<file path="src/rtl/dtree_vote_filter.sv">
// -----------------------------------------------------------------------------
// dtree_vote_filter
//
// Majority-vote smoother placed after the combinational decision-tree
// classifier. It keeps a sliding window of the last WIN labels and a count per
// class. Once the window is full, every accepted label starts a scan over the
// class counts, and the winner is offered on the output port. A tie goes to the
// lowest class index. If every count is zero, meaning all labels in the window
// were out of range, the result is class 0 with 0 votes.
//
// Optional feature macro: DTREE_VOTE_CONF_EN
//   Defined   : the out_votes port exists and carries the winner's vote count,
//               latched at the end of the scan.
//   Undefined : out_votes is absent. The best-count comparator still steers
//               out_class.
//
// Ports
//   clk        rising-edge clock
//   rst_n      synchronous active-low reset
//   in_valid   in_class carries a label this cycle
//   in_class   label from the tree stage (CLASS_W bits)
//   in_ready   block can accept a label (IDLE only)
//   in_flush   clears window, fill, counts and running best (ignored in reset)
//   out_valid  out_class holds a vote result
//   out_ready  consumer accepts the result
//   out_class  majority class
//   out_err    sticky: an out-of-range label was accepted (cleared by reset)
//   out_votes  winner's vote count (DTREE_VOTE_CONF_EN only)
//
// Handshake: a transfer happens on a rising edge where valid and ready are both
// high. A source that raises valid keeps it and its data stable until that
// edge. Ready may depend only on registered state.
// -----------------------------------------------------------------------------
module dtree_vote_filter #(
  parameter int NUM_CLASSES = 10,
  parameter int WIN         = 5,
  parameter int CLASS_W     = 4
) (
  input  logic               clk,
  input  logic               rst_n,
  input  logic               in_valid,
  input  logic [CLASS_W-1:0] in_class,
  output logic               in_ready,
  input  logic               in_flush,
  output logic               out_valid,
  input  logic               out_ready,
  output logic [CLASS_W-1:0] out_class,
  output logic               out_err
`ifdef DTREE_VOTE_CONF_EN
  ,
  output logic [$clog2(WIN+1)-1:0] out_votes
`endif
);

  localparam int CNT_W = $clog2(WIN+1);

  typedef enum logic [1:0] {IDLE, SCAN, EMIT} state_t;

  state_t             state_q;
  logic [CLASS_W-1:0] win_q [WIN];
  logic [CNT_W-1:0]   fill_q;
  logic [CNT_W-1:0]   cnt_q [NUM_CLASSES];
  logic [CLASS_W-1:0] scan_idx_q;
  logic [CLASS_W-1:0] best_cls_q;
  logic [CNT_W-1:0]   best_cnt_q;
  logic               in_ready_q;
  logic               out_valid_q;
  logic [CLASS_W-1:0] out_class_q;
  logic               out_err_q;

  function automatic logic is_legal(input logic [CLASS_W-1:0] c);
    return 32'(c) < 32'(NUM_CLASSES);
  endfunction

  logic                   accept;
  logic                   full;
  logic                   new_legal;
  logic [CLASS_W-1:0]     old_cls;
  logic                   old_legal;
  logic [NUM_CLASSES-1:0] inc_hit;
  logic [NUM_CLASSES-1:0] dec_hit;
  logic [CNT_W-1:0]       scan_cnt;
  logic                   scan_better;
  logic                   scan_last;
  logic [CLASS_W-1:0]     final_cls;
  logic [CNT_W-1:0]       final_cnt;

  assign accept    = in_valid & in_ready_q;
  assign full      = (fill_q == CNT_W'(WIN));
  assign new_legal = is_legal(in_class);
  assign old_cls   = win_q[WIN-1];
  // The oldest entry is only evicted once the window is full. Illegal labels
  // were never counted, so they are never decremented.
  assign old_legal = full & is_legal(old_cls);

  always_comb begin
    inc_hit = '0;
    dec_hit = '0;
    for (int i = 0; i < NUM_CLASSES; i++) begin
      inc_hit[i] = new_legal && (in_class == CLASS_W'(i));
      dec_hit[i] = old_legal && (old_cls == CLASS_W'(i));
    end
  end

  always_comb begin
    scan_cnt = '0;
    for (int i = 0; i < NUM_CLASSES; i++) begin
      if (scan_idx_q == CLASS_W'(i)) scan_cnt = cnt_q[i];
    end
  end

  // A strict greater-than keeps the earlier (lower) index on ties.
  assign scan_better = (scan_cnt > best_cnt_q);
  assign scan_last   = (scan_idx_q == CLASS_W'(NUM_CLASSES-1));
  assign final_cls   = scan_better ? scan_idx_q : best_cls_q;
  assign final_cnt   = scan_better ? scan_cnt   : best_cnt_q;

  always_ff @(posedge clk) begin
    if (!rst_n) begin
      state_q     <= IDLE;
      fill_q      <= '0;
      scan_idx_q  <= '0;
      best_cls_q  <= '0;
      best_cnt_q  <= '0;
      in_ready_q  <= 1'b0;
      out_valid_q <= 1'b0;
      out_class_q <= '0;
      out_err_q   <= 1'b0;
      for (int i = 0; i < WIN; i++)         win_q[i] <= '0;
      for (int i = 0; i < NUM_CLASSES; i++) cnt_q[i] <= '0;
    end else if (in_flush) begin
      // Flush outranks any accept or output handshake in the same cycle.
      state_q     <= IDLE;
      fill_q      <= '0;
      scan_idx_q  <= '0;
      best_cls_q  <= '0;
      best_cnt_q  <= '0;
      in_ready_q  <= 1'b1;
      out_valid_q <= 1'b0;
      for (int i = 0; i < WIN; i++)         win_q[i] <= '0;
      for (int i = 0; i < NUM_CLASSES; i++) cnt_q[i] <= '0;
    end else begin
      case (state_q)
        IDLE: begin
          in_ready_q <= 1'b1;
          if (accept) begin
            win_q[0] <= in_class;
            for (int i = 1; i < WIN; i++) win_q[i] <= win_q[i-1];
            for (int i = 0; i < NUM_CLASSES; i++) begin
              if (inc_hit[i] && !dec_hit[i])      cnt_q[i] <= cnt_q[i] + CNT_W'(1);
              else if (dec_hit[i] && !inc_hit[i]) cnt_q[i] <= cnt_q[i] - CNT_W'(1);
            end
            if (!full)      fill_q    <= fill_q + CNT_W'(1);
            if (!new_legal) out_err_q <= 1'b1;
            // The window is full after this accept: start a vote.
            if (full || (fill_q == CNT_W'(WIN-1))) begin
              state_q    <= SCAN;
              in_ready_q <= 1'b0;
              scan_idx_q <= '0;
              best_cls_q <= '0;
              best_cnt_q <= '0;
            end
          end
        end
        SCAN: begin
          best_cls_q <= final_cls;
          best_cnt_q <= final_cnt;
          scan_idx_q <= scan_idx_q + CLASS_W'(1);
          if (scan_last) begin
            state_q     <= EMIT;
            out_valid_q <= 1'b1;
            out_class_q <= final_cls;
          end
        end
        EMIT: begin
          if (out_ready) begin
            state_q     <= IDLE;
            out_valid_q <= 1'b0;
            in_ready_q  <= 1'b1;
          end
        end
        default: state_q <= IDLE;
      endcase
    end
  end

`ifdef DTREE_VOTE_CONF_EN
  always_ff @(posedge clk) begin
    if (!rst_n)
      out_votes <= '0;
    else if (!in_flush && (state_q == SCAN) && scan_last)
      out_votes <= final_cnt;
  end
`else
  // No vote-count output register. best_cnt_q still decides the winner.
`endif

  assign in_ready  = in_ready_q;
  assign out_valid = out_valid_q;
  assign out_class = out_class_q;
  assign out_err   = out_err_q;

endmodule

</file>
<file path="config.mk">
export PLATFORM = sky130hd
export DESIGN_NAME = dtree_vote_filter
export DESIGN_NICKNAME = d
export VERILOG_FILES = /design/src/rtl/dtree_vote_filter.sv
export SDC_FILE = /design/constraint.sdc
export NUM_CORES = 1
export LEC_CHECK = 0
export ABC_AREA = 1
export CAP_MARGIN = 20
export CORE_MARGIN = 8
export CORE_UTILIZATION = 30
export CTS_CLUSTER_DIAMETER = 150
export DETAILED_ROUTE_END_ITERATION = 12
export GPL_ROUTABILITY_DRIVEN = 0
export SLEW_MARGIN = 5
export SYNTH_ARGS = -nofsm -noshare
export SYNTH_HDL_FRONTEND = slang
export SYNTH_SLANG_ARGS = --single-unit
</file>
<file path="constraint.sdc">
create_clock -name clk -period 2.5 [get_ports clk]
set_input_delay 0.5 -clock clk [delete_from_list [all_inputs] [get_ports clk]]
set_output_delay 0.5 -clock clk [all_outputs]
set_load 0.02 [all_outputs]
</file>
; After elaboration in Yosys (flattened, before gate mapping)
; Memories as Yosys holds them, arrays and structs flattened.
; Index checks and enable logic that the tools add are counted.
[word_totals]
latch_bits = 0
rom_bits = 0
ff_bits = 23
ramBits = 50
input_bits = 9
memories = 2
word_cells = 407
[classes]
magnitude_cmp = 3
n_mux = 211
bitwise = 46
n_div = 0
mul = 0
reduce_logical = 77
n_addsub = 22
eq_ne = 37
shifts = 0
[mem_list]
columns = name, depth, width, rd, rd_ports_with_merged_regs, wr, line_no
row1 = cnt_q, 10, 3, 10, 0, 10, 62  ; logic [CNT_W-1:0] cnt_q [NUM_CLASSES];
row2 = win_q, 5, 4, 5, 0, 5, 60  ; logic [CLASS_W-1:0] win_q [WIN];
[ops]
columns = cell, n
row1 = $mux 1, 145
row2 = $mux 3, 43
row3 = $mux 4, 13
row4 = $eq 4x3->1 const B, 12
row5 = $logic_and 1x1->1, 40
row6 = $or 1x1->1, 40
row7 = $add 3x1->3 const B, 11
row8 = $sub 3x1->3 const B, 10
row9 = $eq 4x2->1 const B, 6
row10 = $eq 4x4->1 const B, 6
row11 = $logic_not 1->1, 20
row12 = $pmux 4 s2, 2
row13 = $eq 4x1->1 const B, 3
row14 = $logic_not 4->1, 3
row15 = $reduce_and 3->1, 4
row16 = $reduce_and 4->1, 3
row17 = $ne 2x2->1 const B, 5
row18 = $lt 4x4->1 const B, 2
row19 = $mux 2, 4
row20 = $eq 3x3->1 const B, 2
row21 = $pmux 2 s3, 1
row22 = $pmux 3 s2, 1
row23 = $add 4x1->4 const B, 1
row24 = $not 1->1, 4
row25 = other kinds (12), 15

; Longest topological paths before layout
[depth]
depth_word = 14
ltp_mapped = 21
mapped_depth_nobuf = 21

; Worst setup path after synthesis
; Ideal clock, no wire load.
[synth_path]
path_type = register -> register
start = register scan_idx_q[1]
end = register best_cnt_q[0]
slack_ns = 0.041
period_less_slack_ns = 2.459
n_path_buf = 0
arrival_ns = 2.327
path_stages_with_launch = 19
setup_ns = 0.132
path_cell_list = dfxtp_1 -> inv_1 -> ha_1 -> nand3_1 -> or2_2 -> nand2_1 -> nand2_1 -> nand2_1 -> nand2_1 -> nand2_1 -> nand2_1 -> ha_1 -> nand2_1 -> o21ai_0 -> nand2_1 -> o21ai_0 -> inv_1 -> nand2_1 -> a21oi_1
[synth_via]
elab_chain_cells = 14
[synth_rtl]
columns = item, line_no
row1 = "start, declared", 63  ; logic [CLASS_W-1:0] scan_idx_q;
row2 = "start signal, assigned", 168  ; scan_idx_q <= scan_idx_q + CLASS_W'(1);
row3 = $logic_not 4->1, 108  ; if (scan_idx_q == CLASS_W'(i)) scan_cnt = cnt_q[i];
row4 = $mux 3 (9 in series), 108
row5 = $mux 3 (*), 108
row6 = $gt 3x3->1, 113  ; assign scan_better = (scan_cnt > best_cnt_q);
row7 = $ne 2x2->1 (no line), --
row8 = $reduce_and 4->1 (no line), --
row9 = "end signal, assigned", 167  ; best_cnt_q <= final_cnt;
row10 = "end, declared", 65  ; logic [CNT_W-1:0] best_cnt_q;
; Every way passes the cells marked *; elsewhere a longest branch is shown, timed or not. The select of a mux whose other input is x is not followed.
; A chain may end at the register's enable or synchronous reset.

; Final worst setup path
[layout_path]
start = register scan_idx_q[1]
end = register best_cnt_q[2]
; Same word-level chain as after synthesis.

==> impl_metrics.yaml <==
synthesis:
  synth_seq_cells: 73
  synth_cell_types: 36
  synth_nets: 611
  async_reset_ff_share_pct: 0
  syn_area_mm2: 0.00449
  synth_top_area_cell: "edfxtp_1"
  seq_area_frac_synth_pct: 43.7
  synth_area_leaders: "edfxtp_1, inv_1, dfxtp_1, ha_1, nand2_1"
  synth_warnings: 0
  ys.flop_type: "edfxtp_1"
  synthCells: 572
  synth-edff-count: 50
  synth_top_area_share_pct: 33.4
  synth.avg_cell_area_um2: 7.85
global_routing:
  grt_pass1_vias: 3371
  grt_pass1_wl_mm: 15.6
  antenna_found_initial: 0
  grt_start_max_net_pins: 21
  globalRouteOverflowTotal: 0
  grt_usage_pct: 9.63
min_path:
  hold_path_end: "best_cls_q[3]"
  worst_hold_path_type: "flip-flop to flip-flop"
  hp-start: "best_cls_q[3]"
  whs_path_depth: 2
die:
  rows: 44
  io_pins: 16
  die_w_um: 138
  start_util_pct: 30.8
  die_y_um: 138
  core_area_mm2: 0.0146
  die_area_mm2: 0.0191
timing:
  tightest_slew_ns: 0.432
  hold_violations: 0
  relSlewSlack_pct: 70.9
  fmax_ghz: 0.411
  setup_viol: 0
  rsz0062_at_grt: "yes"
  post-route-min-period_ns: 2.43
  maxSlewViolCount: 0
  setup-tns-final_ns: 0
  finalClockSkew_ns: 0.00750
  period_share_pct: 97.3
detailed_routing:
  dr.pass1.iters: 4
  wl_mm: 9.32
  ant_nets: 0
  viasPerCell: 4.37
  drt_iter0_markers: 152
  route.detailed.wl_per_inst_um: 11.5
  dr_total_vias: 3548
  drt_drc_violations_left: 0
setup_path:
  r2r-start: "scan_idx_q[1]"
  startpoint: "scan_idx_q[1]"
  cp.arrival_ns: 2.65
  end_kind: "flip-flop"
  r2r_setup_slack_ns: 0.07
  critPathBufInv: 3
  critPathTopFamily: "simple AND/OR/NAND/NOR gates"
  crit_top_cell: "nand2_1"
  crit_type: "flip-flop to flip-flop"
  path_cells: "buf_4 -> ha_4 -> nand2_2 -> nand2_1 -> inv_1 -> nand2_1 -> nand3_1 -> nand2_1 -> nand2_1 -> nand2_1 -> nand2_1 -> nand2_1 -> nand2_1 -> ha_4 -> nand2_4 -> o21ai_4 -> nand2_4 -> o21ai_2 -> inv_2 -> nand2_2 -> a21oi_2"
  required_ns: 2.72
  rr_worst_depth: 21
  worstReg2RegEnd: "best_cnt_q[2]"
  slowest_stage: "dfxtp_2"
  slowest_delay_ns: 0.35
  crit_path_max_fanout: 5
  start_kind: "flip-flop"
power:
  ir_drop_v: 0.000384
  power_mw: 3.20
  leakagePower_nw: 2.39
  powerDensity_mw_per_mm2: 567
flow_run:
  drv_cap: 0
cells_and_area:
  fillers: 1426
  ff_latch_area_mm2: 0.00197
  fin_util_pct: 38.7
  area_delta_synth_final_pct: 25.6
  multiInputGateArea_mm2: 0.00218
  drive_above_1_share_pct: 16.4
  antennaDiodeCount: 0
  nNetsFinal: 661
clock_tree:
  cts.sinks: 73
  root_buffer: "clkbuf_16"
  htree_levels: 3
  worst_skew_pair.late_latency_ns: 0.33
  numCtsBuffers: 9
  cts_buffer_depth: 2
  cts_hold_buffers: 0
  cts_tree: "built"
  cts.clk_slew.worst_paths_ns: 0.06
status:
  status: "completed"
placed_design:
  hpwl_mm: 6.80
  portBuffers: 15
-- layout by cell type, fill, tap and decap left out, types with 4 or more instances in the layout --
cell / synthesis / layout
xnor2_1: 15 / 15
xor2_1: 5 / 5
o21ai_1: 6 / 7
buf_4: 1 / 28
a21oi_1: 25 / 22
clkbuf_16: 0 / 9
inv_1: 133 / 130
o21ai_0: 26 / 20
clkdlybuf4s50_1: 0 / 15
nand2_2: 3 / 8
nor2_1: 75 / 73
ha_4: 0 / 7
nand3_1: 28 / 25
ha_1: 30 / 23
inv_2: 6 / 7
nor2_2: 3 / 6
bufinv_16: 0 / 4
nand2_1: 92 / 85
o21ai_2: 0 / 4
o22ai_1: 5 / 5
edfxtp_1: 50 / 50
dfxtp_1: 23 / 20
nor3_1: 15 / 15
-- synth_stat cells (2+ instances only) --
master    instances
nor3_2            4
dfxtp_1          23
nor4_1            2
o22ai_1           5
nand3_1          28
inv_2             6
o21ai_1           6
o21ai_0          26
nand2_2           3
nand2_1          92
nor2_1           75
nor2_2            3
nand4_1           2
mux2i_1           3
or2_2             3
nor3_1           15
xor2_1            5
nor2_4            3
ha_1             30
inv_1           133
a21oi_1          25
xnor2_1          15
clkbuf_1          3
edfxtp_1         50
-- sequential cells by signal (all words and copies together), names as in the netlist --
signal and cells:
out_err 1, out_class 4, state_q 2, scan_idx_q 4
cnt_q 30, in_ready 1, out_valid 1, best_cls_q 4
win_q 20, best_cnt_q 3, fill_q 3
-- power breakdown --
part           switching, mW  internal (mW)
Sequential            0.0340           1.34
Clock                  0.509           1.08
Combinational          0.141          0.101
Total                  0.684           2.52
-- layout make-up --
| cell class | count | share of cell area (%) |
|---|---|---|
| Inverter | 139 | 9.33 |
| Tap cell | 184 | 4.08 |
| Clock buffer | 9 | 3.99 |
| Timing Repair Buffer | 44 | 6.58 |
| Clock inverter | 7 | 2.50 |
| Sequential cell | 73 | 34.9 |
| Multi-Input combinational cell | 355 | 38.7 |
-- per-stage QoR --
step,hold slack [ns],setup WS (ns),area (um^2),instances
4_1_cts,0.467,-0.0106,5490,808
3_3_place_gp,0.459,-0.102,5040,791
3_5_place_dp,0.458,-0.144,5040,791
5_1_grt,0.483,-0.173,5650,811
2_1_floorplan,0.444,0.0406,4490,572
6_report,0.466,0.0678,5650,811
-- worst register-to-register path: cells and delay by family, from the launching register on --
| kind | cells | cell delay [ns] |
|---|---|---|
| DFF | 1 | 0.35 |
| adders and majority gates | 2 | 0.46 |
| and+or+nand+nor | 13 | 0.87 |
| AOI/OAI and AO/OA | 3 | 0.39 |
| buffers and inverters | 3 | 0.26 |
-- worst max-delay path by stage --
stage	slack (ns)	depth (start not counted)	to
detailed placement	-0.14	19	best_cls_q[0]
CTS	-0.01	21	best_cnt_q[1]
finish	0.07	21	best_cnt_q[2]
global placement	-0.10	19	best_cls_q[3]
floorplan	0.04	18	best_cnt_q[0]
global route	-0.17	22	best_cnt_q[2]
-- metal layers --
metal  global-route usage (%)  vias up  routed length [um]
met1                     12.3     1602                4560
met4                     3.38        0                 174
li1                         -     1900                   -
met2                     15.6       33                4310
met3                     2.09       13                 279
met5                        0        -                   0
-- timing repair --
| action | in CTS | in global routing |
|---|---|---|
| endpoints found under the hold margin | 0 | 0 |
| buffers inserted | 0 | 2 |
| gates cloned | 1 | 1 |
| gates resized for setup | 24 | 31 |
| endpoints found under the setup margin | 11 | 11 |
| pin swaps | 3 | 12 |
-- kinds of logic after synthesis --
family	after synthesis	share of synthesized area, %
buffers and inverters	146	12.5
AO/OA/AOI/OAI	66	7.83
AND/OR/NAND/NOR	233	22.9
multiplexers	4	0.919
XOR/XNOR	20	3.90
flip-flops	73	43.7
adder cells (fa/ha/maj)	30	8.35
Note: power is estimated with default switching activity, not from simulation.
